## src/rtl/seg7_scan_ctrl.sv

```systemverilog
// Scan controller for an 8-digit common-anode 7-segment display.
// Ports: CLK, RST_N (sync, active-low); DATA/DP/EN_MASK + LOAD fill a shadow
//   register (PEND while uncommitted); SEG/AN are active-low display drives;
//   FRAME_TICK pulses for one cycle after each frame boundary.
module seg7_scan_ctrl #(
    parameter int SCAN_DIV  = 100000,
    parameter int BLANK_CYC = 1000
) (
    input  logic        CLK,
    input  logic        RST_N,
    input  logic [31:0] DATA,
    input  logic [7:0]  DP,
    input  logic [7:0]  EN_MASK,
    input  logic        LOAD,
    output logic        PEND,
    output logic [7:0]  SEG,
    output logic [7:0]  AN,
    output logic        FRAME_TICK
);

    localparam int CW = $clog2(SCAN_DIV);
    localparam logic [CW-1:0] CNT_LAST  = CW'(SCAN_DIV - 1);
    localparam logic [CW-1:0] BLANK_END = CW'(BLANK_CYC);

    typedef enum logic {
        BLANK,
        SHOW
    } state_t;

    state_t        state_q, state_d;
    logic [CW-1:0] cnt_q, cnt_d;
    logic [2:0]    idx_q, idx_d;

    logic [31:0]   sh_data;
    logic [7:0]    sh_dp, sh_en;
    logic [31:0]   act_data, act_data_d;
    logic [7:0]    act_dp, act_dp_d;
    logic [7:0]    act_en, act_en_d;
    logic          pend_d;
    logic          frame_edge;
    logic [3:0]    nib;
    logic [7:0]    seg_d, an_d;

    function automatic logic [6:0] hex7(input logic [3:0] n);
        logic [6:0] s;
        case (n)
            4'h0: s = 7'h40;
            4'h1: s = 7'h79;
            4'h2: s = 7'h24;
            4'h3: s = 7'h30;
            4'h4: s = 7'h19;
            4'h5: s = 7'h12;
            4'h6: s = 7'h02;
            4'h7: s = 7'h78;
            4'h8: s = 7'h00;
            4'h9: s = 7'h10;
            4'hA: s = 7'h08;
            4'hB: s = 7'h03;
            4'hC: s = 7'h46;
            4'hD: s = 7'h21;
            4'hE: s = 7'h06;
            default: s = 7'h0E;
        endcase
        return s;
    endfunction

    always_comb begin
        frame_edge = (idx_q == 3'd7) && (cnt_q == CNT_LAST);

        cnt_d = cnt_q + 1'b1;
        idx_d = idx_q;
        if (cnt_q == CNT_LAST) begin
            cnt_d = '0;
            idx_d = idx_q + 3'd1;
        end

        // Commit uses the shadow as it stood before this edge, so a LOAD
        // landing on the boundary is held over to the next frame.
        act_data_d = act_data;
        act_dp_d   = act_dp;
        act_en_d   = act_en;
        if (frame_edge && PEND) begin
            act_data_d = sh_data;
            act_dp_d   = sh_dp;
            act_en_d   = sh_en;
        end

        pend_d = PEND;
        if (frame_edge) pend_d = 1'b0;
        if (LOAD)       pend_d = 1'b1;

        state_d = state_q;
        case (state_q)
            BLANK: if (cnt_d >= BLANK_END) state_d = SHOW;
            SHOW:  if (cnt_q == CNT_LAST)  state_d = BLANK;
            default: state_d = BLANK;
        endcase

        // Outputs are registered from post-edge counters so they line up
        // with the slot they belong to.
        nib   = act_data_d[{idx_d, 2'b00} +: 4];
        seg_d = 8'hFF;
        an_d  = 8'hFF;
        if (state_d == SHOW && act_en_d[idx_d]) begin
            an_d  = ~(8'd1 << idx_d);
            seg_d = {~act_dp_d[idx_d], hex7(nib)};
        end
    end

    always_ff @(posedge CLK) begin
        if (!RST_N) begin
            state_q    <= BLANK;
            cnt_q      <= '0;
            idx_q      <= '0;
            sh_data    <= '0;
            sh_dp      <= '0;
            sh_en      <= '0;
            act_data   <= '0;
            act_dp     <= '0;
            act_en     <= '0;
            PEND       <= 1'b0;
            SEG        <= 8'hFF;
            AN         <= 8'hFF;
            FRAME_TICK <= 1'b0;
        end else begin
            state_q    <= state_d;
            cnt_q      <= cnt_d;
            idx_q      <= idx_d;
            act_data   <= act_data_d;
            act_dp     <= act_dp_d;
            act_en     <= act_en_d;
            PEND       <= pend_d;
            SEG        <= seg_d;
            AN         <= an_d;
            FRAME_TICK <= frame_edge;
            if (LOAD) begin
                sh_data <= DATA;
                sh_dp   <= DP;
                sh_en   <= EN_MASK;
            end
        end
    end

endmodule

```

## config.mk

```make
export PLATFORM = sky130hd
export DESIGN_NAME = seg7_scan_ctrl
export DESIGN_NICKNAME = d
export VERILOG_FILES = /design/src/rtl/seg7_scan_ctrl.sv
export SDC_FILE = /design/constraint.sdc
export NUM_CORES = 1
export LEC_CHECK = 0
export ABC_CLOCK_PERIOD_IN_PS = 8100
export CAP_MARGIN = 10
export CORE_MARGIN = 4
export CORE_UTILIZATION = 40
export DETAILED_ROUTE_END_ITERATION = 7
export SLEW_MARGIN = 20
export SYNTH_ARGS = -nofsm -noshare
export SYNTH_HDL_FRONTEND = slang
export SYNTH_SLANG_ARGS = --single-unit
export TNS_END_PERCENT = 20
```

## constraint.sdc

```tcl
create_clock -name CLK -period 8.1 [get_ports CLK]
set_clock_uncertainty 0.05 [all_clocks]
set_input_delay 1.215 -clock CLK [delete_from_list [all_inputs] [get_ports CLK]]
set_output_delay 1.215 -clock CLK [all_outputs]
set_load 0.05 [all_outputs]
```

; ---- Word level (Yosys, flattened, before mapping)
; Memory sizes are Yosys's and may differ from the RTL's. A register that Yosys moved wholly into a read port is not among the register bits.
; Cells that the tools add are included.
[classes]
n_div = 0
n_addsub = 2
n_mux = 14
bitwise_logic = 3
eq_ne = 2
n_reduce_logical = 6
shift = 2
mul = 0
magnitude_cmp = 2
[op_table]
columns = cell, n
row1 = $mux 32, 1
row2 = $shiftx 32x6->4, 1
row3 = $add 17x1->17 const B, 1
row4 = $eq 17x17->1 const B, 1
row5 = $ge 17x10->1 const B, 1
row6 = $mux 17, 1
row7 = $mux 8, 2
row8 = $not 8->8, 1
row9 = $shl 1x3->8 const A, 1
row10 = $bmux 1 s3, 2
row11 = $mux 1, 6
row12 = $lt 3x4->1 const B, 1
row13 = $add 3x1->3 const B, 1
row14 = $eq 3x3->1 const B, 1
row15 = $logic_and 1x1->1, 3
row16 = $mux 3, 1
row17 = $not 1->1, 2
row18 = $pmux 1 s2, 1
row19 = $reduce_and 2->1, 1
row20 = $reduce_bool 2->1, 1
row21 = $logic_not 1->1, 1
[totals]
romBits = 112
input_bits = 51
wordCells = 45
register_bits = 135
mem_count = 1
out_inout_bits = 18
ram_bits = 0
latchBits = 0
[memory_table]
columns = name, words, word_bits, read_ports, rd_clocked_by_memory_dff, wr, line_no
row1 = (name not given), 16, 7, 1, 1, 0, 46  ; case (n)

; ---- Depth between registers and ports, before layout
; Gate-level depths: netlist (run 1).
[depth]
word_depth = 9
ltp_mapped = 14
depth_no_buf = 13

; ---- Worst setup path after synthesis (run 1)
; Ideal clock, no wire load.
[synth_timing]
path_kind = reg-to-reg
from = reg cnt_q[0]
to = reg SEG[5]
synth_period_minus_slack_ns = 3.319
required_ns = 7.913
setup_ns = 0.137
t_arrival_ns = 3.133
n_path_buf = 2
slack_ns = 4.781
path_stages_with_launch = 15
path_cell_list = dfxtp_1 -> ha_1 -> and4b_1 -> nand4_4 -> nor2_4 -> buf_6 -> buf_2 -> mux2i_1 -> o22ai_1 -> o31ai_1 -> inv_1 -> ha_1 -> mux2_1 -> nand2_1 -> o211ai_1
[synth_between]
elab_chain_len = 9
word_cells_on_any_way = 18
classes_between = 1 x add/sub / 1 x order compare / 1 x eq/ne / 1 x shift / 9 x mux / 5 x reduce/logical
[synth_lines]
columns = element, line_no
row1 = from (decl), 31  ; logic [CW-1:0] cnt_q, cnt_d;
row2 = from (signal assigned), 127  ; cnt_q <= cnt_d;
row3 = branches (longest 9 deep; another with $add 17x1->17), -
row4 = to (decl), 16  ; output logic [7:0] SEG,
; Parallel ways; which one is timed is not known. The select of a mux whose other input is x is not followed.
; A chain may end at the register's enable or synchronous reset.

; ---- Final worst setup path (run 1)
[layout_timing]
from = reg idx_q[0]
to = reg SEG[6]
[layout_between]
elab_chain_len = 9
word_cells_on_any_way = 13
classes_between = 1 x add/sub / 1 x eq/ne / 1 x shift / 5 x mux / 5 x reduce/logical
[layout_lines]
columns = element, line_no
row1 = from (decl), 32  ; logic [2:0] idx_q, idx_d;
row2 = from (signal assigned), 128  ; idx_q <= idx_d;
row3 = branches (longest 9 deep; another with $add 3x1->3), -
; Parallel ways; which one is timed is not known. The select of a mux whose other input is x is not followed.

==> out/results.tsv, run 1 <==
stage	metric	value	unit
status	status	complete, no violations	
place	pre-CTS setup slack	3.651	ns
detailed_routing	Iter 0 DRT Violations	369	
setup_path	Worst EP required	8.30	ns
setup_path	CP Capture Type	flip-flop	
synthesis	cells after synthesis	592	
setup_path	Reg2Reg Depth	13	
clock_network	root buffer cell	clkbuf_16	
hold_path	Hold Crit Class	flip-flop to flip-flop	
clock_network	Setup Buffers After CTS	0	
place	Post-DP Area	6439	um2
timing	final worst setup slack	3.771	ns
synthesis	Top FF cell, synth	dfxtp_1	
die	Initial Util	0.4095	
power	overall power	1.580	mW
timing	fin crit share	0.5344	
synthesis	Post-synth EDFFs	0	
synthesis	mean post-synth cell area	9.640	um2
job	maxcap violations	0	
timing	Hold Fails Final Rpt	0	
setup_path	RR Endpoint	SEG[6]$_SDFF_PN1_	
detailed_routing	Final ANT Viol Nets	0	
die	Die Y	127.4	um
synthesis	area leader, netlist	dfxtp_1	
place	GPL Wtd Cong	0.8277	
power	worst vdd ir	0.1777	mV
place	Cells after DPL	806	
synthesis	Syn. warnings	0	
setup_path	CP arrival	4.53	ns
synthesis	Synth Register Bits	135	
timing	max-slew violation count	0	
die	Die ar.	16240	um2
die	Rows	43	
die	CORE AREA	13930	um2
layout	fin util	0.5100	
synthesis	Synth area leaders	dfxtp_1, mux2i_1, nor2_1	
layout	Post-Layout Inst Area	7107	um2
die	Die Wd	127.4	um
global_routing	pin count of the biggest net entering global routing	99	
die	Top Ports	69	
timing	Fin Hold WS	0.3969	ns
global_routing	number of global-route vias before repair	4261	
synthesis	synthesized area	5707	um2
timing	worst-margin pin slew	0.9914	ns
global_routing	initial antenna violation count	0	
clock_network	clock transition at the registers of the reported paths	0.06	ns
layout	Final nets	704	
clock_network	hold buffers post-CTS	0	
detailed_routing	vias post-DR	4330	
setup_path	flop2flop setup slack	3.77	ns
setup_path	nature of the critical path startpoint	flip-flop	
hold_path	hold depth	1	
timing	relative slew slack	0.3391	
timing	Max Clock Freq	231.0	MHz
clock_network	TritonCTS clock tree	done	
layout	share of layout cells above drive strength 1	0.08801	
place	IO Port Bufs	68	
layout	most frequent cells in the layout	dfxtp_1, nor2_1, mux2i_1	
timing	count of final setup violators	0	
global_routing	gr ovfl total	0	
clock_network	clock sink total	135	
global_routing	gr usage total	0.1661	
clock_network	PostCTS Resize Cnt	0	
synthesis	share of the synthesized area in the top cell type	0.4736	
detailed_routing	Total Wirelength	13.00	mm
timing	unrepaired setup endpoints after global routing	no	
detailed_routing	Vias/cell	5.161	
layout	Non-Filler Instances	839	
setup_path	Reg-to-Reg Start	idx_q[0]$_SDFF_PN0_	
detailed_routing	DRC viols	0	
clock_network	H-Tree Level Count	4	
place	dpl hpwl	8.784	mm
clock_network	clock latency on the worst-skew pair	0.42	ns
clock_network	Max clock buf depth	2	
global_routing	first-pass GRT wire length	21.58	mm
power	Leakage	2.686	nW
detailed_routing	DR pass1 iterations	7	
synthesis	sequential share of the synthesized area	0.4736	
hold_path	HP Start	cnt_q[0]$_SDFF_PN0_	
layout	area growth from synthesis to layout	24.53	%
layout	# diodes	0	
timing	crit path time final	4.329	ns
detailed_routing	DR WL/cell	15.50	um
timing	Setup TNS Final	0	ns
hold_path	worst hold endpoint	cnt_q[0]$_SDFF_PN0_	
synthesis	Synth Net Count	650	
layout	Fillers	1274	
synthesis	Async SR Flop Fraction	0	
setup_path	WS Path Type	flip-flop to flip-flop	
synthesis	Yosys cell types	58	
power	Pwr per Cell Area	222.3	nW/um2
setup_path	CP Max Fanout	20	
layout	commonest non-fill, non-tap cell in the layout	dfxtp_1	
clock_network	TritonCTS Buffers	17	
worst max path at each step:
stage / startpoint / end
after floorplan: cnt_q[0]$_SDFF_PN0_ / SEG[5]$_SDFF_PN1_
after global placement: cnt_q[0]$_SDFF_PN0_ / SEG[3]$_SDFF_PN1_
after detailed placement: cnt_q[0]$_SDFF_PN0_ / SEG[6]$_SDFF_PN1_
after CTS: idx_q[0]$_SDFF_PN0_ / SEG[6]$_SDFF_PN1_
after global routing: idx_q[0]$_SDFF_PN0_ / SEG[6]$_SDFF_PN1_
final: idx_q[0]$_SDFF_PN0_ / SEG[6]$_SDFF_PN1_
worst max-delay path, stage by stage, from the launching register on:
cell      delay, ns
dfxtp_1        0.52
ha_1           0.21
ha_1           0.19
nand2_1        0.36
nor2_4         0.73
buf_16         0.23
mux2i_1        0.24
o22ai_1        0.11
o31ai_1        0.56
inv_1          0.18
ha_1           0.28
mux2_1         0.31
nand2_1        0.07
o211ai_1       0.09
final cells by class:
cell class,instances,area (um2),share of cell area
timing repair buffer,71,718.2,0.1011
inverter,9,33.78,0.004754
sequential,135,2703,0.3803
clock buffer,20,466.7,0.06567
multi-input combinational,412,2786,0.3921
clock inverter,12,173.9,0.02447
tap,180,225.2,0.03169
Yosys cell counts, types with 2 or more instances:
cell type	number
buf_2	6
nand2_1	28
o21ai_0	14
clkbuf_1	20
o211ai_1	2
o221ai_1	3
nor4_1	3
buf_6	4
nand3b_2	2
a21oi_1	19
and2_1	11
o22ai_1	6
o21ai_1	6
mux2_2	6
buf_4	3
and4b_1	2
nand2_2	2
and3_1	6
a22oi_1	23
nor4b_1	2
xor2_1	7
nand3b_1	2
xnor2_1	10
nor2_1	101
mux2i_1	81
or3_1	4
ha_1	7
nand4_1	4
inv_1	8
or2_2	2
a2111oi_2	2
nand3_1	33
dfxtp_1	135
buf_1	3
mux2_1	2
sequential cells by signal, indices dropped and copies added, names as in the netlist:
register and flops:
state_q 1, SEG 8, PEND 1, AN 8, act_data 32, sh_en 8
cnt_q 17, act_en 8, sh_data 32, sh_dp 8, FRAME_TICK 1, idx_q 3
act_dp 8
report_power, final:
group	leakage [nW]	switching (mW)	total [mW]	internal, mW
sequential	1.10	0.00978	0.690	0.680
combinational	1.28	0.0294	0.0676	0.0382
clock	0.304	0.285	0.822	0.538
total	2.69	0.324	1.58	1.26
per-layer routing:
| layer | track usage | up-vias | wire [um] |
|---|---|---|---|
| li1 | - | 2188 | - |
| met1 | 0.2190 | 2039 | 5982 |
| met2 | 0.2558 | 94 | 6298 |
| met3 | 0.05477 | 9 | 618 |
| met4 | 0.05741 | 0 | 103 |
| met5 | 0 | - | 0 |
logic make-up after synthesis:
family | share of synthesized area
XOR/XNOR | 0.02609
AND/OR/NAND/NOR | 0.1833
multiplexers | 0.1644
flip-flops | 0.4736
adder cells (fa/ha/maj) | 0.01535
AO/OA/AOI/OAI | 0.09911
buffers and inverters | 0.03815
No activity file was read; power rests on OpenSTA's default activity.
==> run 2, diff against run 1 <==
- ABC_CLOCK_PERIOD_IN_PS: 8100 -> 4350
- clock period: 8.1 -> 4.35 ns (I/O delays scaled with it)
==> out/results.tsv, run 2 (same netlist as run 1, synthesis figures left out) <==
stage	metric	value	unit	change
layout	most frequent cells in the layout	dfxtp_1, nor2_1, mux2i_1		unchanged
clock_network	hold buffers post-CTS	0		unchanged
global_routing	gr ovfl total	0		unchanged
setup_path	Worst EP required	4.60	ns	was 8.30 ns
layout	share of layout cells above drive strength 1	0.09474		was 0.08801
detailed_routing	DR WL/cell	15.69	um	was 15.50 um
die	Top Ports	69		unchanged
timing	Hold Fails Final Rpt	0		unchanged
place	pre-CTS setup slack	0.5733	ns	was 3.651 ns
global_routing	most used routing layer	met2		unchanged
detailed_routing	Final ANT Viol Nets	0		unchanged
clock_network	root buffer cell	clkbuf_16		unchanged
power	worst vdd ir	0.3712	mV	was 0.1777 mV
global_routing	pin count of the biggest net entering global routing	51		was 99
global_routing	gr usage total	0.1694		was 0.1661
detailed_routing	Iter 0 DRT Violations	317		was 369
setup_path	CP Max Fanout	16		was 20
clock_network	PostCTS Resize Cnt	0		unchanged
timing	Max Clock Freq	262.9	MHz	was 231.0 MHz
die	Die Wd	127.4	um	unchanged
detailed_routing	vias post-DR	4377		was 4330
timing	unrepaired setup endpoints after global routing	no		unchanged
die	CORE AREA	13930	um2	unchanged
setup_path	WS Path Type	flip-flop to flip-flop		unchanged
global_routing	GR Layer Usage met2	0.2694		was 0.2558
die	Initial Util	0.4095		unchanged
setup_path	nature of the critical path startpoint	flip-flop		unchanged
die	Die Y	127.4	um	unchanged
global_routing	GR Util met1	0.2212		was 0.2190
clock_network	TritonCTS Buffers	17		unchanged
layout	area growth from synthesis to layout	25.24	%	was 24.53%
global_routing	initial antenna violation count	0		unchanged
clock_network	TritonCTS clock tree	done		unchanged
hold_path	Hold Crit Class	flip-flop to flip-flop		unchanged
timing	relative slew slack	0.3104		was 0.3391
power	Pwr per Cell Area	417.1	nW/um2	was 222.3 nW/um2
clock_network	clock sink total	135		unchanged
global_routing	first-pass GRT wire length	21.95	mm	was 21.58 mm
die	Rows	43		unchanged
timing	fin crit share	0.8745		was 0.5344
clock_network	Setup Buffers After CTS	0		unchanged
power	Leakage	2.715	nW	was 2.686 nW
global_routing	number of global-route vias before repair	4395		was 4261
place	Post-DP Area	6491	um2	was 6439 um2
clock_network	clock latency on the worst-skew pair	0.42	ns	about the same
setup_path	CP Capture Type	flip-flop		unchanged
die	Die ar.	16240	um2	unchanged
timing	Setup TNS Final	0	ns	unchanged
timing	final worst setup slack	0.5457	ns	was 3.771 ns
place	dpl hpwl	9.286	mm	was 8.784 mm
timing	max-slew violation count	0		unchanged
clock_network	H-Tree Level Count	4		unchanged
timing	count of final setup violators	0		unchanged
layout	Post-Layout Inst Area	7147	um2	was 7107 um2
detailed_routing	Vias/cell	5.180		was 5.161
timing	worst-margin pin slew	1.034	ns	was 0.9914 ns
setup_path	CP arrival	4.05	ns	was 4.53 ns
clock_network	Max clock buf depth	2		unchanged
layout	top flop regs	act_data x32, sh_data x32, cnt_q x17		unchanged
global_routing	met3 usage	0.04849		was 0.05477
layout	Final nets	710		was 704
job	maxcap violations	0		unchanged
detailed_routing	DRC viols	0		unchanged
place	IO Port Bufs	68		unchanged
status	status	complete, no violations		unchanged
detailed_routing	Total Wirelength	13.26	mm	was 13.00 mm
place	GPL Wtd Cong	0.8564		was 0.8277
clock_network	clock transition at the registers of the reported paths	0.06	ns	about the same
detailed_routing	DR pass1 iterations	5		was 7
power	overall power	2.981	mW	was 1.580 mW
timing	crit path time final	3.804	ns	was 4.329 ns
layout	commonest non-fill, non-tap cell in the layout	dfxtp_1		unchanged
layout	# diodes	0		unchanged
## run 2: cell count changes in the layout (fill, tap and decap cells not counted), sizes merged
cell,change
bufinv,+1
buf,+6
clkinv,-1
## run 2: final cells by class
class                           instances  area (um2)
Timing Repair Buffer                   77       743.2
Clock inverter                         12       198.9
Sequential cell                       135        2703
Clock buffer                           20       456.7
Fill cell                            1263        6788
Tap cell                              180       225.2
Inverter                                9       33.78
Multi-Input combinational cell        412        2786
## run 2: critical path, stage by stage, from the launching register on
cell and delay, ns:
dfxtp_1 0.50, ha_1 0.20, ha_1 0.20, nand2_1 0.34
nor2_4 0.52, mux2i_1 0.32, o22ai_1 0.12, o31ai_1 0.46
inv_1 0.18, ha_1 0.29, mux2_4 0.27, mux2i_1 0.14
nand2_1 0.07
## run 2: power breakdown
part	switching (mW)	internal, mW
clock network	0.525	1.04
registers	0.0177	1.27
logic	0.0547	0.0723
total	0.597	2.38
## run 2: worst paths after layout
| check | startpoint | end | slack [ns] | cells past startpoint |
|---|---|---|---|---|
| min reg2reg | cnt_q[0]$_SDFF_PN0_ | cnt_q[0]$_SDFF_PN0_ | 0.40 | 1 |
| max reg2reg | idx_q[0]$_SDFF_PN0_ | SEG[3]$_SDFF_PN1_ | 0.55 | 12 |
| max | idx_q[0]$_SDFF_PN0_ | SEG[3]$_SDFF_PN1_ | 0.55 | 12 |
| min | cnt_q[0]$_SDFF_PN0_ | cnt_q[0]$_SDFF_PN0_ | 0.40 | 1 |
## run 2: through the flow
step	util	instances	hold WS, ns
finish	0.5129	845	0.3994
detailed placement	0.4658	813	0.3890
global placement	0.4658	813	0.3815
global route	0.5129	845	0.4374
floorplan	-	592	0.3679
CTS	0.5129	845	0.3969
## run 2: per-layer routing
metal	vias to the layer above	routed length (um)
li1	2205	-
met1	2059	6122
met4	0	174
met5	-	0
met3	12	671
met2	101	6288
==> run 3, diff against run 2 <==
- CORE_UTILIZATION: 40 -> 30
==> out/results.tsv, run 3 (same netlist as run 1, synthesis figures left out) <==
stage	metric	value	unit	change
die	Top Ports	69		unchanged
place	dpl hpwl	9.067	mm	was 9.286 mm
layout	Final nets	711		was 710
layout	register area	2703	um2	unchanged
detailed_routing	DRC viols	0		unchanged
setup_path	WS Path Type	flip-flop to flip-flop		unchanged
power	Clock Power Share	0.511		was 0.527
job	maxcap violations	0		unchanged
power	combinational power share	0.044		was 0.043
clock_network	clock latency on the worst-skew pair	0.42	ns	about the same
die	Initial Util	0.3051		was 0.4095
setup_path	CP Capture Type	flip-flop		unchanged
timing	count of final setup violators	0		unchanged
global_routing	gr ovfl total	0		unchanged
timing	fin crit share	0.8051		was 0.8745
die	Die Wd	145.9	um	was 127.4 um
status	status	complete, no violations		unchanged
power	Sw Ratio	0.2189		was 0.2004
detailed_routing	Final ANT Viol Nets	0		unchanged
setup_path	Worst EP required	4.60	ns	about the same
place	GPL Wtd Cong	0.8089		was 0.8564
clock_network	PostCTS Resize Cnt	0		unchanged
layout	# diodes	0		unchanged
die	CORE AREA	18710	um2	was 13930 um2
power	overall power	2.890	mW	was 2.981 mW
layout	most frequent cells in the layout	dfxtp_1, nor2_1, mux2i_1		unchanged
timing	unrepaired setup endpoints after global routing	no		unchanged
power	Pwr per Cell Area	401.8	nW/um2	was 417.1 nW/um2
timing	Hold Fails Final Rpt	0		unchanged
power	worst vdd ir	0.2726	mV	was 0.3712 mV
hold_path	HP Start	cnt_q[0]$_SDFF_PN0_		unchanged
clock_network	Max clock buf depth	2		unchanged
layout	Fillers	1865		was 1263
global_routing	pin count of the biggest net entering global routing	98		was 51
detailed_routing	Total Wirelength	13.11	mm	was 13.26 mm
die	Die Y	145.9	um	was 127.4 um
clock_network	Setup Buffers After CTS	0		unchanged
die	Rows	50		was 43
place	IO Port Bufs	68		unchanged
detailed_routing	DR pass1 iterations	4		was 5
clock_network	TritonCTS Buffers	17		unchanged
clock_network	TritonCTS clock tree	done		unchanged
layout	top flop regs	act_data x32, sh_data x32, cnt_q x17		unchanged
timing	relative slew slack	0.3004		was 0.3104
clock_network	hold buffers post-CTS	0		unchanged
detailed_routing	Vias/cell	4.760		was 5.180
detailed_routing	vias post-DR	4284		was 4377
global_routing	number of global-route vias before repair	4139		was 4395
layout	area used by multi-input combinational logic	2786	um2	unchanged
setup_path	Critical Path Start	cnt_q[0]$_SDFF_PN0_		was idx_q[0]$_SDFF_PN0_
detailed_routing	DR WL/cell	14.56	um	was 15.69 um
setup_path	nature of the critical path startpoint	flip-flop		unchanged
layout	share of layout cells above drive strength 1	0.09760		was 0.09474
clock_network	root buffer cell	clkbuf_16		unchanged
global_routing	first-pass GRT wire length	21.94	mm	was 21.95 mm
timing	worst-margin pin slew	1.049	ns	was 1.034 ns
hold_path	Hold Crit Class	flip-flop to flip-flop		unchanged
clock_network	clock sink total	135		unchanged
power	Sw Pwr	0.6325	mW	was 0.5973 mW
global_routing	gr usage total	0.1276		was 0.1694
power	Leakage	2.702	nW	was 2.715 nW
timing	crit path time final	3.502	ns	was 3.804 ns
clock_network	H-Tree Level Count	4		unchanged
power	internal power	2.257	mW	was 2.384 mW
global_routing	initial antenna violation count	0		unchanged
detailed_routing	Iter 0 DRT Violations	262		was 317
layout	area growth from synthesis to layout	26.03	%	was 25.24%
timing	max-slew violation count	0		unchanged
setup_path	CP arrival	3.75	ns	was 4.05 ns
setup_path	CP Max Fanout	14		was 16
setup_path	Reg-to-Reg Start	cnt_q[0]$_SDFF_PN0_		was idx_q[0]$_SDFF_PN0_
layout	commonest non-fill, non-tap cell in the layout	dfxtp_1		unchanged
power	register share of total power	0.445		was 0.431
timing	Setup TNS Final	0	ns	unchanged
clock_network	clock transition at the registers of the reported paths	0.06	ns	about the same
die	Die ar.	21290	um2	was 16240 um2
timing	Max Clock Freq	285.5	MHz	was 262.9 MHz
run 3: final timing paths:
check,end,cells after the start,slack [ns]
setup reg to reg,SEG[3]$_SDFF_PN1_,12,0.85
hold / removal,cnt_q[0]$_SDFF_PN0_,1,0.40
hold reg to reg,cnt_q[0]$_SDFF_PN0_,1,0.40
setup / recovery,SEG[3]$_SDFF_PN1_,12,0.85
run 3: cell type report:
class	count	area share
inverter	9	0.004697
clock inverter	14	0.02418
timing repair buffer	78	0.1061
multi-input combinational	412	0.3874
clock buffer	18	0.06106
tap	234	0.04071
sequential	135	0.3758
run 3: worst max-delay path: stages, from the launching register on:
cell and delay [ns]:
dfxtp_1 0.35, ha_1 0.26, and4b_1 0.29, nand4_4 0.13, nor2_4 0.48, mux2i_1 0.32
o22ai_1 0.11, o31ai_1 0.51, inv_1 0.16, ha_1 0.27, mux2_4 0.26, mux2i_1 0.13
nand2_1 0.06
run 3: power groups by stage:
stage / Clock (mW) / Combinational (mW) / Sequential, mW
5_1_grt: 1.57 / 0.140 / 1.29
2_1_floorplan: 0 / 0.0659 / 1.31
4_1_cts: 1.52 / 0.130 / 1.29
3_5_place_dp: 0 / 0.129 / 1.31
3_3_place_gp: 0 / 0.128 / 1.31
6_report: 1.48 / 0.127 / 1.29
run 3: metrics by stage:
step | setup slack, ns | util | instance area, um2 | hold WS [ns] | instances
5_1_grt | 0.4639 | 0.3845 | 7192 | 0.4248 | 900
3_3_place_gp | 0.8920 | 0.3517 | 6579 | 0.3793 | 868
6_report | 0.8478 | 0.3845 | 7192 | 0.4000 | 900
2_1_floorplan | 1.031 | - | 5707 | 0.3679 | 592
3_5_place_dp | 0.8248 | 0.3517 | 6579 | 0.3929 | 868
4_1_cts | 0.8079 | 0.3845 | 7192 | 0.4073 | 900
run 3: routing by layer:
layer | wire, um | vias to the layer above | GRT usage
met5 | 0 | - | 0
met2 | 5650 | 90 | 0.1826
met3 | 613 | 7 | 0.03550
met4 | 155 | 0 | 0.05081
li1 | - | 2217 | -
met1 | 6689 | 1970 | 0.1810
